[src/rtl/axi_lite_master_fifo_pkg.sv]
// Shared definitions for the AXI4-Lite command-FIFO master.
// Holds the AXI response codes, the master FSM state encoding and the FIFO
// almost-full threshold (free entries at or below which almost_full asserts).
package axi_lite_master_fifo_pkg;

  localparam logic [1:0] RESP_OKAY   = 2'b00;
  localparam logic [1:0] RESP_EXOKAY = 2'b01;
  localparam logic [1:0] RESP_SLVERR = 2'b10;
  localparam logic [1:0] RESP_DECERR = 2'b11;

  localparam int ALMOST_FULL_THRESHOLD = 3;

  typedef enum logic [2:0] {
    IDLE,
    WREQ,
    WRESP,
    RREQ,
    RRESP
  } state_t;

  // Any response other than OKAY counts as an error, EXOKAY included,
  // since an AXI4-Lite slave has no exclusive access to report.
  function automatic logic resp_is_error(input logic [1:0] resp);
    logic err;
    case (resp)
      RESP_OKAY:                             err = 1'b0;
      RESP_EXOKAY, RESP_SLVERR, RESP_DECERR: err = 1'b1;
      default:                               err = 1'b1;
    endcase
    return err;
  endfunction

endpackage

[src/rtl/axi_lite_master_data_fifo.sv]
// Generic first-word-fall-through FIFO, 2**ADDR_WIDTH entries of WIDTH bits.
// Latency: an entry written on one edge is visible at deq_data after that edge.
// Backpressure: enq while full is dropped, deq while empty is ignored.
// Ports: clk/rst_n (synchronous active-low), enq/enq_data write side,
//        deq/deq_data read side (deq_data is the combinational head),
//        empty, almost_full (ALMOST_FULL_THRESHOLD or fewer free entries).
module axi_lite_master_data_fifo
  import axi_lite_master_fifo_pkg::*;
#(
  parameter int WIDTH      = 32,
  parameter int ADDR_WIDTH = 4
) (
  input  logic             clk,
  input  logic             rst_n,
  input  logic             enq,
  input  logic [WIDTH-1:0] enq_data,
  input  logic             deq,
  output logic [WIDTH-1:0] deq_data,
  output logic             empty,
  output logic             almost_full
);

  localparam int DEPTH = 2 ** ADDR_WIDTH;

  logic [WIDTH-1:0]      mem [DEPTH];
  logic [ADDR_WIDTH-1:0] wr_ptr;
  logic [ADDR_WIDTH-1:0] rd_ptr;
  logic [ADDR_WIDTH:0]   count;
  logic                  full;
  logic                  do_enq;
  logic                  do_deq;

  assign full        = (count == (ADDR_WIDTH + 1)'(DEPTH));
  assign empty       = (count == '0);
  assign almost_full = (count >= (ADDR_WIDTH + 1)'(DEPTH - ALMOST_FULL_THRESHOLD));
  assign do_enq      = enq && !full;
  assign do_deq      = deq && !empty;
  assign deq_data    = mem[rd_ptr];

  // Pointers are exactly ADDR_WIDTH bits, so they wrap from DEPTH-1 to 0.
  always_ff @(posedge clk) begin
    if (!rst_n) begin
      wr_ptr <= '0;
      rd_ptr <= '0;
      count  <= '0;
    end else begin
      if (do_enq) wr_ptr <= wr_ptr + 1'b1;
      if (do_deq) rd_ptr <= rd_ptr + 1'b1;
      case ({do_enq, do_deq})
        2'b10:   count <= count + 1'b1;
        2'b01:   count <= count - 1'b1;
        default: count <= count;
      endcase
    end
  end

  // Storage needs no reset: empty/count guard every read of stale entries.
  always_ff @(posedge clk) begin
    if (do_enq) mem[wr_ptr] <= enq_data;
  end

endmodule

[src/rtl/axi_lite_master_fifo.sv]
// AXI4-Lite master fed by a command FIFO; read data returned through a second FIFO.
// Latency: command pop to AW/W/AR valid is 1 cycle; read data visible 1 cycle after R handshake.
// Backpressure: one transaction in flight; reads stall in IDLE while the read-data FIFO is almost full.
// Ports: ACLK, ARESETN (synchronous active-low); user_cmd_* command push side with
//        user_cmd_almost_full; user_read_* read-data pop side; busy (FSM not IDLE);
//        ERROR (sticky bad response); M_AXI_* AXI4-Lite master channels.
// Build option: define AXI_LITE_MASTER_RESP_CHECK_EN to make ERROR track non-OKAY
//        BRESP/RRESP; otherwise ERROR is tied low and responses are ignored.
module axi_lite_master_fifo
  import axi_lite_master_fifo_pkg::*;
#(
  parameter int FIFO_ADDR_WIDTH    = 4,
  parameter int C_M_AXI_ADDR_WIDTH = 32,
  parameter int C_M_AXI_DATA_WIDTH = 32
) (
  input  logic                            ACLK,
  input  logic                            ARESETN,
  // command side
  input  logic                            user_cmd_enq,
  input  logic                            user_cmd_write,
  input  logic [C_M_AXI_ADDR_WIDTH-1:0]   user_cmd_addr,
  input  logic [C_M_AXI_DATA_WIDTH-1:0]   user_cmd_wdata,
  output logic                            user_cmd_almost_full,
  // read-data side
  input  logic                            user_read_deq,
  output logic [C_M_AXI_DATA_WIDTH-1:0]   user_read_data,
  output logic                            user_read_empty,
  // status
  output logic                            busy,
  output logic                            ERROR,
  // write address channel
  output logic [C_M_AXI_ADDR_WIDTH-1:0]   M_AXI_AWADDR,
  output logic [2:0]                      M_AXI_AWPROT,
  output logic                            M_AXI_AWVALID,
  input  logic                            M_AXI_AWREADY,
  // write data channel
  output logic [C_M_AXI_DATA_WIDTH-1:0]   M_AXI_WDATA,
  output logic [C_M_AXI_DATA_WIDTH/8-1:0] M_AXI_WSTRB,
  output logic                            M_AXI_WVALID,
  input  logic                            M_AXI_WREADY,
  // write response channel
  input  logic [1:0]                      M_AXI_BRESP,
  input  logic                            M_AXI_BVALID,
  output logic                            M_AXI_BREADY,
  // read address channel
  output logic [C_M_AXI_ADDR_WIDTH-1:0]   M_AXI_ARADDR,
  output logic [2:0]                      M_AXI_ARPROT,
  output logic                            M_AXI_ARVALID,
  input  logic                            M_AXI_ARREADY,
  // read data channel
  input  logic [C_M_AXI_DATA_WIDTH-1:0]   M_AXI_RDATA,
  input  logic [1:0]                      M_AXI_RRESP,
  input  logic                            M_AXI_RVALID,
  output logic                            M_AXI_RREADY
);

  localparam int AW    = C_M_AXI_ADDR_WIDTH;
  localparam int DW    = C_M_AXI_DATA_WIDTH;
  localparam int CMD_W = 1 + AW + DW;

  state_t           state;
  state_t           state_nxt;

  logic [CMD_W-1:0] cmd_in;
  logic [CMD_W-1:0] cmd_head;
  logic             cmd_empty;
  logic             cmd_deq;
  logic             head_write;
  logic [AW-1:0]    head_addr;
  logic [DW-1:0]    head_wdata;

  logic             rd_enq;
  logic             rd_almost_full;

  logic [AW-1:0]    addr_q;
  logic [DW-1:0]    wdata_q;
  logic             aw_done;
  logic             w_done;

  // Command word layout: {write, addr, wdata}.
  assign cmd_in     = {user_cmd_write, user_cmd_addr, user_cmd_wdata};
  assign head_write = cmd_head[CMD_W-1];
  assign head_addr  = cmd_head[DW +: AW];
  assign head_wdata = cmd_head[DW-1:0];

  axi_lite_master_data_fifo #(
    .WIDTH      (CMD_W),
    .ADDR_WIDTH (FIFO_ADDR_WIDTH)
  ) u_cmd_fifo (
    .clk         (ACLK),
    .rst_n       (ARESETN),
    .enq         (user_cmd_enq),
    .enq_data    (cmd_in),
    .deq         (cmd_deq),
    .deq_data    (cmd_head),
    .empty       (cmd_empty),
    .almost_full (user_cmd_almost_full)
  );

  axi_lite_master_data_fifo #(
    .WIDTH      (DW),
    .ADDR_WIDTH (FIFO_ADDR_WIDTH)
  ) u_rd_fifo (
    .clk         (ACLK),
    .rst_n       (ARESETN),
    .enq         (rd_enq),
    .enq_data    (M_AXI_RDATA),
    .deq         (user_read_deq),
    .deq_data    (user_read_data),
    .empty       (user_read_empty),
    .almost_full (rd_almost_full)
  );

  always_ff @(posedge ACLK) begin
    if (!ARESETN) state <= IDLE;
    else          state <= state_nxt;
  end

  always_comb begin
    state_nxt     = state;
    cmd_deq       = 1'b0;
    rd_enq        = 1'b0;
    M_AXI_AWVALID = 1'b0;
    M_AXI_WVALID  = 1'b0;
    M_AXI_BREADY  = 1'b0;
    M_AXI_ARVALID = 1'b0;
    M_AXI_RREADY  = 1'b0;
    case (state)
      IDLE: begin
        if (!cmd_empty) begin
          if (head_write) begin
            cmd_deq   = 1'b1;
            state_nxt = WREQ;
          end else if (!rd_almost_full) begin
            // Reserve room for the returning word before issuing the read.
            cmd_deq   = 1'b1;
            state_nxt = RREQ;
          end
        end
      end
      WREQ: begin
        // AW and W complete independently; each drops after its own handshake.
        M_AXI_AWVALID = !aw_done;
        M_AXI_WVALID  = !w_done;
        if ((aw_done || M_AXI_AWREADY) && (w_done || M_AXI_WREADY)) begin
          state_nxt = WRESP;
        end
      end
      WRESP: begin
        M_AXI_BREADY = 1'b1;
        if (M_AXI_BVALID) state_nxt = IDLE;
      end
      RREQ: begin
        M_AXI_ARVALID = 1'b1;
        if (M_AXI_ARREADY) state_nxt = RRESP;
      end
      RRESP: begin
        M_AXI_RREADY = 1'b1;
        if (M_AXI_RVALID) begin
          rd_enq    = 1'b1;
          state_nxt = IDLE;
        end
      end
      default: state_nxt = IDLE;
    endcase
  end

  // Transaction registers: loaded on pop and held, so address/data stay
  // stable for the whole time any VALID is waiting on READY.
  always_ff @(posedge ACLK) begin
    if (!ARESETN) begin
      addr_q  <= '0;
      wdata_q <= '0;
      aw_done <= 1'b0;
      w_done  <= 1'b0;
    end else begin
      if (cmd_deq) begin
        addr_q  <= head_addr;
        wdata_q <= head_wdata;
        aw_done <= 1'b0;
        w_done  <= 1'b0;
      end else if (state == WREQ) begin
        if (M_AXI_AWVALID && M_AXI_AWREADY) aw_done <= 1'b1;
        if (M_AXI_WVALID && M_AXI_WREADY)   w_done  <= 1'b1;
      end
    end
  end

  assign M_AXI_AWADDR = addr_q;
  assign M_AXI_ARADDR = addr_q;
  assign M_AXI_WDATA  = wdata_q;
  assign M_AXI_WSTRB  = '1;
  assign M_AXI_AWPROT = 3'b000;
  assign M_AXI_ARPROT = 3'b000;
  assign busy         = (state != IDLE);

`ifdef AXI_LITE_MASTER_RESP_CHECK_EN
  logic error_q;

  // Sticky until reset; read data is still enqueued on a bad RRESP.
  always_ff @(posedge ACLK) begin
    if (!ARESETN) begin
      error_q <= 1'b0;
    end else if ((state == WRESP && M_AXI_BVALID && resp_is_error(M_AXI_BRESP)) ||
                 (state == RRESP && M_AXI_RVALID && resp_is_error(M_AXI_RRESP))) begin
      error_q <= 1'b1;
    end
  end

  assign ERROR = error_q;
`else
  logic resp_unused;

  assign resp_unused = ^{M_AXI_BRESP, M_AXI_RRESP};
  assign ERROR       = 1'b0;
`endif

endmodule
[config.mk]
export PLATFORM = sky130hd
export DESIGN_NAME = axi_lite_master_fifo
export DESIGN_NICKNAME = d
export VERILOG_FILES = /design/src/rtl/axi_lite_master_fifo_pkg.sv /design/src/rtl/axi_lite_master_data_fifo.sv /design/src/rtl/axi_lite_master_fifo.sv
export SDC_FILE = /design/constraint.sdc
export NUM_CORES = 1
export LEC_CHECK = 0
export CORE_MARGIN = 2
export CORE_UTILIZATION = 47
export DETAILED_ROUTE_END_ITERATION = 10
export PLACE_DENSITY_LB_ADDON = 0.25
export SLEW_MARGIN = 25
export SYNTH_ARGS = -nofsm -noshare
export SYNTH_HDL_FRONTEND = slang
export SYNTH_SLANG_ARGS = --single-unit
[constraint.sdc]
create_clock -name ACLK -period 15.2 [get_ports ACLK]
set_input_delay 1.52 -clock ACLK [delete_from_list [all_inputs] [get_ports ACLK]]
set_output_delay 1.52 -clock ACLK [all_outputs]
set_load 0.02 [all_outputs]
==> metrics.md <==
| Metric | Value |
|---|---|
| RSZ-0062 raised after global routing | no |
| Worst setup EP type | output port |
| Critical path peak fanout | 55 |
| Worst slew margin | 0.275 |
| Later-pin clock latency in the skew report | 0.78 ns |
| Outcome | complete, no violations |
| Longest Clk Path Bufs | 3 |
| Syn Area/Cell | 22.1 sq um |
| First-pass GRT wire length | 205 mm |
| Reg2reg setup slack | 10.20 ns |
| Hold path startpoint | M_AXI_WDATA[0] |
| Final Util | 0.547 |
| Dpl hpwl | 70.7 mm |
| WHS Path Cells | 2 |
| Final wirelength | 141 mm |
| Max stage delay on crit path | 0.81 ns |
| Placed inst area | 0.0673 sq mm |
| Hold buffers post-CTS | 0 |
| Horiz. Die Dim | 370 um |
| Synth async-reset ratio | 0 |
| Post-route insts no fill | 5034 |
| Global-route usage over all layers | 0.207 |
| Post-synthesis sequential area ratio | 0.773 |
| Worst VDD drop | 125 uV |
| Router iterations before antenna repair | 5 |
| Dpl cells | 4723 |
| Clock Skew | 0.0248 ns |
| # Post-CTS Setup Buffers | 0 |
| Total grt overflow | 0 |
| Final setup fails | 0 |
| DIE AREA | 0.137 sq mm |
| Yosys cell types | 54 |
| Reg-to-Reg End | u_cmd_fifo.count[4] |
| Wire per inst | 28.0 um |
| Post-route DRC | 0 |
| Root Driver | clkbuf_16 |
| Gate count of the mapped netlist | 2843 |
| H-tree depth | 4 |
| Routed via count | 29500 |
| RePlAce Congestion | 0.766 |
| Reg area | 0.0487 sq mm |
| Fillcell total | 9880 |
| Clock sink count | 1655 |
| Worst path cell trace | buf_12, buf_4, mux4_2, mux4_2, clkdlybuf4s50_1 |
| Layout cells sized above 1 | 0.235 |
| Crit path launch type | flip-flop |
| Yosys reg bits | 1655 |
| TNS Setup | 0 ns |
| Critical path class | flip-flop to output port |
| Die height | 370 um |
| Pin count of the biggest net entering global routing | 75 |
| CP arrival | 4.18 ns |
| Fin. Hold Viols | 0 |
| CTS tree | built |
| Iter 0 DRT Violations | 2876 |
| Worst path slowest cell | dfxtp_4 |
| Number of clock buffers inserted by TritonCTS | 166 |
| Vias per cell | 5.86 |
| Port buffer count | 241 |
| Hold Path Class | flip-flop to flip-flop |
| Vias in the first global route | 30800 |
| Max Cap Viol | 0 |
| Most frequent CP cell | mux4_2 |
| WHS Endpoint | M_AXI_WDATA[0] |
| Layout area overhead | 15.8% |
| CORE AREA | 0.133 sq mm |
| Worst path required time | 13.68 ns |
| Fin Hold WS | 0.462 ns |
| # IOs | 257 |
| Leak | 0.0228 uW |
| Synth Flop Type | edfxtp_1 |
| Area taken by multi-input logic gates | 0.0135 sq mm |
| Pwr dens | 152 mW/mm^2 |
| Synth warn | 0 |
| Fin crit share | 0.375 |
| Reg2reg path depth | 14 |
| Initial Util | 0.472 |
| Max Slew Vio Count | 0 |
| Post-synth EDFFs | 1552 |
| Post-layout min period | 5.70 ns |
| Post-synthesis cell area | 0.0630 sq mm |
| Clk slew on worst S/H paths | 0.06 ns |
| Standard-cell rows | 134 |
| # resized after CTS | 0 |
| Routed Antenna Nets | 0 |
| Final Instance Area | 0.0729 sq mm |
| Measured slew at the worst slew-check pin | 1.09 ns |
| Fmax | 0.175 GHz |
| Initial antenna violation count | 18 |
| Final net count | 3252 |
final cells by class:
class	count	area share
clock buffers	226	0.0631
diodes	4	0.000137
repair buffers	304	0.0401
flip-flops and latches	1655	0.668
well taps	1768	0.0303
multi-input cells	976	0.185
inverters	21	0.00108
clock inverters	80	0.0127
synth_stat cells (5+ instances only):
| master | count | area share |
|---|---|---|
| a21oi_1 | 16 | 0.0013 |
| a22o_1 | 128 | 0.018 |
| and2_1 | 8 | 0.00079 |
| and3_1 | 5 | 0.00050 |
| buf_1 | 6 | 0.00036 |
| buf_2 | 47 | 0.0037 |
| buf_4 | 44 | 0.0052 |
| buf_6 | 5 | 0.00089 |
| clkbuf_1 | 98 | 0.0058 |
| dfxtp_1 | 103 | 0.033 |
| edfxtp_1 | 1552 | 0.74 |
| ha_1 | 17 | 0.0034 |
| inv_1 | 20 | 0.0012 |
| mux2i_1 | 76 | 0.012 |
| mux4_2 | 416 | 0.15 |
| nand2_1 | 85 | 0.0051 |
| nand4_1 | 5 | 0.00050 |
| nor2_1 | 46 | 0.0027 |
| nor2b_1 | 8 | 0.00079 |
| nor3_1 | 13 | 0.0010 |
| o21ai_0 | 69 | 0.0055 |
| xnor2_1 | 5 | 0.00070 |
| xor2_1 | 10 | 0.0014 |
per-stage QoR:
step | total power, uW | setup WS, ns
2_1_floorplan | 6620 | 8.01
3_3_place_gp | 7090 | 9.76
3_5_place_dp | 7130 | 9.80
4_1_cts | 11200 | 9.14
5_1_grt | 11500 | 9.27
6_report | 11100 | 9.50
power by group:
group / switching (uW) / internal (uW) / total (uW)
clock: 1700 / 2390 / 4090
combinational: 885 / 875 / 1760
sequential: 122 / 5120 / 5250
cells in the final DEF, fill, tap and decap left out, types with 6 or more instances in the layout:
cell type	n
and2_1	7
xor2_1	10
ha_1	17
edfxtp_1	1552
nor2_4	17
mux4_2	416
dfxtp_1	98
a21oi_1	16
nand2_1	85
bufinv_16	15
clkbuf_8	16
conb_1	11
o21ai_0	69
inv_6	7
nor2b_1	6
clkinv_2	20
a22o_1	128
mux2i_1	76
buf_4	57
clkbuf_16	169
clkinvlp_4	6
inv_1	20
clkdlybuf4s50_1	240
clkbuf_1	41
nor2_1	29
nor3_2	8
clkinv_1	21
worst max-delay path, delay by kind of cell (launching register included):
kind,cells,cell delay [ns]
flops,1,0.81
buf+inv,3,1.55
mux,2,0.97
routing by layer:
metal	GRT usage	vias to the layer above	routed length, um
met5	0	-	179
met4	0.0571	30	2920
met3	0.0423	249	9400
met2	0.358	978	73100
met1	0.267	15700	55200
li1	-	12500	-
worst max path at each step:
| stage | to | slack (ns) |
|---|---|---|
| 2_1_floorplan | u_cmd_fifo.mem[3][0] | 8.01 |
| 3_3_place_gp | u_cmd_fifo.mem[5][60] | 9.76 |
| 3_5_place_dp | u_cmd_fifo.mem[13][29] | 9.80 |
| 4_1_cts | user_read_data[8] | 9.14 |
| 5_1_grt | user_read_data[31] | 9.27 |
| 6_report | user_read_data[8] | 9.50 |
registers in the layout (all words and copies together), names as in the netlist, named ones only:
signal,count
M_AXI_ARADDR,32
u_cmd_fifo.count,5
u_cmd_fifo.mem,1040
u_rd_fifo.mem,512
u_cmd_fifo.rd_ptr,4
w_done,1
aw_done,1
u_rd_fifo.rd_ptr,4
u_rd_fifo.wr_ptr,4
u_rd_fifo.count,5
state,3
M_AXI_WDATA,32
u_cmd_fifo.wr_ptr,4
cells by family after synthesis:
group	after synthesis	synth area share
other	2	0.000119
adder cells (fa/ha/maj)	18	0.00370
multiplexers	492	0.161
XOR/XNOR	15	0.00209
buffers and inverters	221	0.0173
flip-flops	1655	0.773
AO/OA/AOI/OAI	243	0.0283
AND/OR/NAND/NOR	197	0.0147
(Power assumes the default switching activity.)
